$ cat src/rtl/inst_fetch_pkg.sv
// rtl/inst_fetch_pkg.sv - shared CPU constants and instruction fetch state codes
package inst_fetch_pkg;

    localparam logic [31:0] ZeroWord         = 32'h0000_0000;
    localparam logic [31:0] RESET_PC_DEFAULT = 32'hBFC0_0000;

    typedef logic [2:0] fetch_state_t;

    localparam fetch_state_t ST_REQ  = 3'd0;
    localparam fetch_state_t ST_WAIT = 3'd1;
    localparam fetch_state_t ST_HOLD = 3'd2;
    localparam fetch_state_t ST_EXC  = 3'd3;
    localparam fetch_state_t ST_IDLE = 3'd4;

    function automatic logic pc_misaligned(input logic [31:0] pc);
        return pc[1:0] != 2'b00;
    endfunction

    // Every path into REQ goes through here so a bad PC never reaches the bus.
    function automatic fetch_state_t entry_state(input logic [31:0] pc);
        return pc_misaligned(pc) ? ST_EXC : ST_REQ;
    endfunction

endpackage

$ cat src/rtl/inst_fetch.sv
// rtl/inst_fetch.sv - single-outstanding instruction fetch stage feeding the IF/ID register
module inst_fetch
    import inst_fetch_pkg::*;
#(
    parameter logic [31:0] RESET_PC = RESET_PC_DEFAULT
) (
    input  logic        clk_i,
    input  logic        rst_i,
    input  logic        stall_i,
    input  logic        flush_i,
    input  logic [31:0] flush_pc_i,
    input  logic        branch_i,
    input  logic [31:0] branch_target_i,
    output logic        inst_req_o,
    output logic [31:0] inst_addr_o,
    input  logic        inst_addr_ok_i,
    input  logic        inst_data_ok_i,
    input  logic [31:0] inst_rdata_i,
    output logic [31:0] if_pc_o,
    output logic [31:0] if_inst_o,
    output logic        addr_exception_o
);

    fetch_state_t state, state_nxt;
    logic [31:0]  fetch_pc, fetch_pc_nxt;
    logic [31:0]  restart_pc, restart_pc_nxt;
    logic [31:0]  redir_pc, redir_pc_nxt;
    logic [31:0]  inst_buf, inst_buf_nxt;
    logic         cancel, cancel_nxt;
    logic         redir_valid, redir_valid_nxt;

    logic [31:0]  seq_pc;
    logic [31:0]  consume_pc;
    logic [31:0]  wait_restart_pc;

    assign seq_pc = fetch_pc + 32'd4;

    // A branch resolving on the same edge that its delay slot leaves IF must
    // steer the very next fetch, so it beats any older pending redirect.
    assign consume_pc = branch_i    ? branch_target_i :
                        redir_valid ? redir_pc        : seq_pc;

    // A flush landing together with the returning data still drops that data.
    assign wait_restart_pc = flush_i ? flush_pc_i : restart_pc;

    always_comb begin
        state_nxt       = state;
        fetch_pc_nxt    = fetch_pc;
        restart_pc_nxt  = restart_pc;
        redir_pc_nxt    = redir_pc;
        inst_buf_nxt    = inst_buf;
        cancel_nxt      = cancel;
        redir_valid_nxt = redir_valid;

        if (branch_i && !stall_i) begin
            redir_valid_nxt = 1'b1;
            redir_pc_nxt    = branch_target_i;
        end

        case (state)
            ST_REQ: begin
                if (flush_i) begin
                    cancel_nxt      = 1'b1;
                    restart_pc_nxt  = flush_pc_i;
                    redir_valid_nxt = 1'b0;
                end
                if (inst_addr_ok_i) begin
                    state_nxt = ST_WAIT;
                end
            end

            ST_WAIT: begin
                if (flush_i) begin
                    cancel_nxt      = 1'b1;
                    restart_pc_nxt  = flush_pc_i;
                    redir_valid_nxt = 1'b0;
                end
                if (inst_data_ok_i) begin
                    if (flush_i || cancel) begin
                        cancel_nxt   = 1'b0;
                        fetch_pc_nxt = wait_restart_pc;
                        state_nxt    = entry_state(wait_restart_pc);
                    end else begin
                        inst_buf_nxt = inst_rdata_i;
                        state_nxt    = ST_HOLD;
                    end
                end
            end

            ST_HOLD: begin
                if (flush_i) begin
                    fetch_pc_nxt    = flush_pc_i;
                    redir_valid_nxt = 1'b0;
                    state_nxt       = entry_state(flush_pc_i);
                end else if (!stall_i) begin
                    fetch_pc_nxt    = consume_pc;
                    redir_valid_nxt = 1'b0;
                    state_nxt       = entry_state(consume_pc);
                end
            end

            ST_EXC: begin
                if (flush_i) begin
                    fetch_pc_nxt    = flush_pc_i;
                    redir_valid_nxt = 1'b0;
                    state_nxt       = entry_state(flush_pc_i);
                end else if (!stall_i) begin
                    state_nxt = ST_IDLE;
                end
            end

            ST_IDLE: begin
                if (flush_i) begin
                    fetch_pc_nxt    = flush_pc_i;
                    redir_valid_nxt = 1'b0;
                    state_nxt       = entry_state(flush_pc_i);
                end
            end

            default: begin
                state_nxt = ST_REQ;
            end
        endcase
    end

    always_ff @(posedge clk_i or posedge rst_i) begin
        if (rst_i) begin
            state       <= ST_REQ;
            fetch_pc    <= RESET_PC;
            restart_pc  <= ZeroWord;
            redir_pc    <= ZeroWord;
            inst_buf    <= ZeroWord;
            cancel      <= 1'b0;
            redir_valid <= 1'b0;
        end else begin
            state       <= state_nxt;
            fetch_pc    <= fetch_pc_nxt;
            restart_pc  <= restart_pc_nxt;
            redir_pc    <= redir_pc_nxt;
            inst_buf    <= inst_buf_nxt;
            cancel      <= cancel_nxt;
            redir_valid <= redir_valid_nxt;
        end
    end

    // Reset parks the FSM in REQ, so the request is gated off until release.
    assign inst_req_o       = (state == ST_REQ) && !rst_i;
    assign inst_addr_o      = fetch_pc;

    assign if_pc_o          = (state == ST_HOLD || state == ST_EXC) ? fetch_pc : ZeroWord;
    assign if_inst_o        = (state == ST_HOLD) ? inst_buf : ZeroWord;
    assign addr_exception_o = (state == ST_EXC);

endmodule

$ cat config.mk
export PLATFORM = sky130hd
export DESIGN_NAME = inst_fetch
export DESIGN_NICKNAME = d
export VERILOG_FILES = /design/src/rtl/inst_fetch_pkg.sv /design/src/rtl/inst_fetch.sv
export SDC_FILE = /design/constraint.sdc
export NUM_CORES = 1
export LEC_CHECK = 0
export CORE_ASPECT_RATIO = 0.9
export CORE_MARGIN = 1
export CORE_UTILIZATION = 25
export CTS_CLUSTER_SIZE = 12
export DETAILED_ROUTE_END_ITERATION = 16
export MAX_ROUTING_LAYER = met4
export PLACE_DENSITY = 0.46
export SETUP_SLACK_MARGIN = 0.3
export SLEW_MARGIN = 10
export SYNTH_ARGS = -nofsm -noshare
export SYNTH_HDL_FRONTEND = slang
export SYNTH_SLANG_ARGS = --single-unit
$ cat constraint.sdc
create_clock -name clk_i -period 5.2 [get_ports clk_i]
set_clock_uncertainty 0.2 [all_clocks]
set_input_delay 1.56 -clock clk_i [delete_from_list [all_inputs] [get_ports clk_i]]
set_output_delay 1.56 -clock clk_i [all_outputs]
set_load 0.005 [all_outputs]
[After elaboration in Yosys (flattened, before gate mapping)]
Index checks and enable logic that the tools add are counted.
Cells by class
  order comparisons: 0
  divide/modulo/power cells: 0
  shift-type cells: 0
  bitwise logic cells: 1
  multiplexer cells: 32
  multiply operators: 0
  reductions and logical operators: 18
  add/sub/neg operators: 1
  eq/ne operators: 11
Operators by type and width (number)
  2-to-1 mux 32 bit: 10
  case mux 32 bit (3 select lines): 1
  adder 32 x 3 -> 32 bit (second input constant): 1
  2-to-1 mux 3 bit: 7
  case mux 3 bit (5 select lines): 1
  AND reduction 5 bit: 2
  2-to-1 mux 2 bit: 4
  inequality test 2 bit (second input constant): 4
  nonzero test 2 bit: 4
  2-to-1 mux 1 bit: 7
  equality test 3 x 2 -> 1 bit (second input constant): 2
  inequality test 3 bit (second input constant): 2
  case mux 1 bit (2 select lines): 2
  OR reduction 2 bit: 2
  OR reduction 4 bit: 1
  equality test 3 x 1 -> 1 bit (second input constant): 1
  equality test 3 bit (second input constant): 1
  zero test 3 bit: 1
  AND reduction 3 bit: 1
  nonzero test 3 bit: 1
  logical AND 1 bit: 2
  zero test 1 bit: 2
  logical OR 1 bit: 2
  inequality test 2 x 1 -> 1 bit (second input constant): 1
  NOT 1 bit: 1
Storage, ports and cells
  bits in latches: 0
  register bits after elaboration: 133
  memory bits (writable): 0
  memory bits (read-only): 0
  input port bits: 103
  output and inout port bits: 98
  memories kept: 0

[Depth between registers and ports, before layout]
  depth after elaboration: 8
  depth in mapped cells: 9

[Worst setup path before layout]
OpenSTA, ideal clock, no wires.
  path type: input port to output port
  from: input port rst_i
  to: output port inst_req_o
  arrival: 1.666 ns
  cell stages on the path: 1
  path buffers: 0
  setup slack: 1.774 ns
  cell sequence: nor2_1
Between the ends
  word-level cells in the longest chain between the ends: 2
Ends and longest elaborated chain
  start: declaration: line inst_fetch.sv:8  | input logic rst_i,
  zero test 1 bit: line inst_fetch.sv:147  | assign inst_req_o = (state == ST_REQ) && !rst_i;
  logical AND 1 bit: line inst_fetch.sv:147
  end: declaration: line inst_fetch.sv:14  | output logic inst_req_o,
No other way between the ends.

[Worst setup path in the final report]
  from: register state[1]
  to: output port if_pc_o[8]
Between the ends
  word-level cells in the longest chain between the ends: 3
  elaborated cells on any way between the ends: 4
Ends and longest elaborated chain
  start: declaration: line inst_fetch.sv:24  | fetch_state_t state, state_nxt;
  start signal: assignment: line inst_fetch.sv:136  | state <= state_nxt;
  equality test 3 x 2 -> 1 bit: line inst_fetch.sv:150  | assign if_pc_o = (state == ST_HOLD || state == ST_EXC) ? fetch_pc : ZeroWord;
  logical OR 1 bit *: line inst_fetch.sv:150
  2-to-1 mux 32 bit *: line inst_fetch.sv:150
  end: declaration: line inst_fetch.sv:19  | output logic [31:0] if_pc_o,
Mark *: on every way between the ends. The rest lies on a longest branch, timed or not.

==> flow_metrics.tcl <==
set metrics [dict create \
    period_share_pct 86.6 \
    whs_endpoint "inst_buf[25]" \
    drt_first_pass_iters 5 \
    crit_buf_inv 2 \
    fp.dieArea_um2 32300 \
    num-fill-cells 3217 \
    synthFlopType "dfrtp_1" \
    vias 7338 \
    synth_async_sr_flop_share_pct 100 \
    cp_top_family "simple AND/OR/NAND/NOR gates" \
    critPathMaxFanout 31 \
    reg2reg_from "state[1]" \
    grt_pass1_wl_mm 44.6 \
    gp_congestion 0.806 \
    yosysMostFrequentCell "dfrtp_1" \
    cp-start-kind "flip-flop" \
    syn_area_um2 7890 \
    ant_nets 0 \
    multi_input_area_um2 4290 \
    clock.fmax_mhz 222 \
    wl_per_cell_um 20.2 \
    synth_top_area_share_pct 39.3 \
    syn_inst 831 \
    tightest_slew_ps 1230 \
    drv_cap 0 \
    ff_latch_area_um2 3340 \
    synth-warning-count 0 \
    grt_overflow 0 \
    die_width_um 189 \
    num_rows 61 \
    end_kind "output pin" \
    fin_nets 1112 \
    slowest_delay_ps 710 \
    cp.arrival_ps 2740 \
    clk_latency_ps 420 \
    fp.dieH_um 170 \
    yosysSeqAreaShare_pct 42.3 \
    grt_pass1_vias 7213 \
    slowest_stage "dfrtp_2" \
    drive_gt1_share_pct 18.0 \
    yosysUniqueCellTypes 69 \
    finalCriticalPeriod_ps 4500 \
    cts_max_level 4 \
    path_class "flip-flop to output pin" \
    post_cts_buffers 0 \
    syn-num-nets 935 \
    slew_headroom_pct 18.0 \
    postCtsHoldBufs 0 \
    finalHoldViolCount 0 \
    cts-buffers-inserted 17 \
    status "completed" \
    start_util_pct 25.5 \
    slew_violations 0 \
    dp_hpwl_mm 20.5 \
    area_growth_pct 39.2 \
    max-vdd-ir-drop_v 0.000274 \
    root_buffer "clkbuf_16" \
    setup_viol 0 \
    synth_area_per_cell_um2 9.49 \
    grt_max_degree 43 \
    power_density_nw_per_um2 531 \
    synth_common_cells "124 x dfrtp_1, 95 x mux2_2, 64 x nand2_1, 62 x nor2_1, 51 x o21ai_0" \
    ctsResizeCount 0 \
    regToRegEndpoint "inst_addr_o[23]" \
    r2r_cells 5 \
    drc 0 \
    hold_path_depth 1 \
    synth_edf_count 0 \
    worstPathRequired_ps 3440 \
    via_per_inst 5.13 \
    synth_top_area_cell "dfrtp_1" \
    cts_sinks 133 \
    clockBufferDepth 2 \
    holdCritPathClass "flip-flop to flip-flop" \
    grtUsageTotal_pct 18.8 \
    instances_no_fill 1430 \
    wirelength_mm 28.9 \
    clkSlewWorstSetupHoldPaths_ps 60 \
    synth_area_leaders "dfrtp_1 39%, mux2_2 14%, o21ai_0 3.2%, and3_1 3.2%, nand2_1 3.0%" \
    rrSetupSlack_ps 1550 \
    path_cells "nor2b_2 > buf_4 > and2_2 > clkdlybuf4s50_1" \
    min_from "inst_buf[25]" \
    ios 201 \
    drt-initial-drc-count 482 \
    cts_tree "done" \
    placed_cells 1398 \
    p_leak_uw 0.00432 \
    io_buffers 200 \
    antenna_found_initial 0 \
    rsz0062_at_grt "no" \
    ys_ff_latch 133 \
    fin_tns_setup_ps 0 \
    whs_ps 296 \
    antennaDiodeCount 0 \
    coreArea_um2 31000 \
]
-- worst max path at each step --
stage	to	cells past startpoint	startpoint	slack [ps]
floorplan	inst_req_o	1	rst_i	1770
global placement	inst_req_o	3	rst_i	780
detailed placement	inst_req_o	3	rst_i	790
CTS	if_pc_o[8]	4	state[1]	640
global route	if_pc_o[27]	4	state[1]	480
finish	if_pc_o[8]	4	state[1]	700
-- state kept, by name, summed over array words and instances (netlist names) --
name         cells
cancel           1
redir_valid      1
inst_addr_o     32
state            3
redir_pc        32
inst_buf        32
restart_pc      32
-- final cells by class --
type	instances	share of cell area, %
clock inverters	14	1.38
well taps	409	4.66
inverters	9	0.342
multi-input cells	622	39.0
clock buffers	18	3.91
repair buffers	225	20.2
flip-flops and latches	133	30.5
-- cell usage in the layout (no fill, tap or decap), types with 4 or more instances in the layout --
master	instances
o311ai_0	4
o22a_1	4
nor2_1	61
xnor2_1	12
a211o_1	5
dfstp_2	9
a21oi_1	42
a22oi_1	6
o22ai_1	16
clkdlybuf4s50_1	198
buf_4	22
and3_1	40
o31ai_1	6
xor2_1	4
nand3_1	20
dfrtp_1	122
nor2b_1	8
nor3_1	15
a22o_1	6
a31oi_1	9
clkinv_4	4
mux2_2	95
a211oi_1	6
and2_1	32
a221oi_1	15
inv_1	7
mux2i_1	4
nand4_1	12
clkbuf_16	17
o21ai_0	51
nand2b_1	12
o211ai_1	13
nand2_1	64
-- logic make-up (layout without fill, tap and decap cells) --
| logic type | after synthesis | after routing | share of synthesized area (%) |
|---|---|---|---|
| AND/OR/NAND/NOR | 292 | 292 | 19.6 |
| buffers and inverters | 76 | 266 | 3.78 |
| adder cells (fa/ha/maj) | 1 | 1 | 0.159 |
| XOR/XNOR | 16 | 16 | 1.78 |
| flip-flops | 133 | 133 | 42.3 |
| AO/OA/AOI/OAI | 214 | 214 | 18.3 |
| multiplexers | 99 | 99 | 14.1 |
-- per-stage QoR --
| step | worst slack [ps] | instance area [um^2] | utilization (%) | total power, uW |
|---|---|---|---|---|
| 5_1_grt | 485 | 11000 | 35.4 | 6250 |
| 3_3_place_gp | 781 | 10400 | 33.5 | 4610 |
| 2_1_floorplan | 1770 | 7890 | - | 3360 |
| 4_1_cts | 638 | 11000 | 35.4 | 5890 |
| 3_5_place_dp | 789 | 10400 | 33.5 | 4630 |
| 6_report | 697 | 11000 | 35.4 | 5820 |
-- worst reg2reg max path, stage by stage (launching register included) --
cell and delay (ps):
dfrtp_2 710, buf_4 490, nand2b_1 310, nor2_1 990
nand2_1 350, o311ai_0 500
-- power breakdown --
part	internal, uW	switching (uW)	total [uW]
logic	1380	1260	2640
registers	1490	467	1960
clock network	711	514	1230
total	3580	2240	5820
-- layer usage --
| layer | part of all wire (%) | GRT usage, % | routed length [um] |
|---|---|---|---|
| met5 | 0 | - | 0 |
| met4 | 0.97 | 3.61 | 280 |
| met3 | 4.5 | 2.75 | 1310 |
| met2 | 46 | 29.3 | 13400 |
| met1 | 48 | 25.9 | 13900 |
No activity file was read; power rests on OpenSTA's default activity.
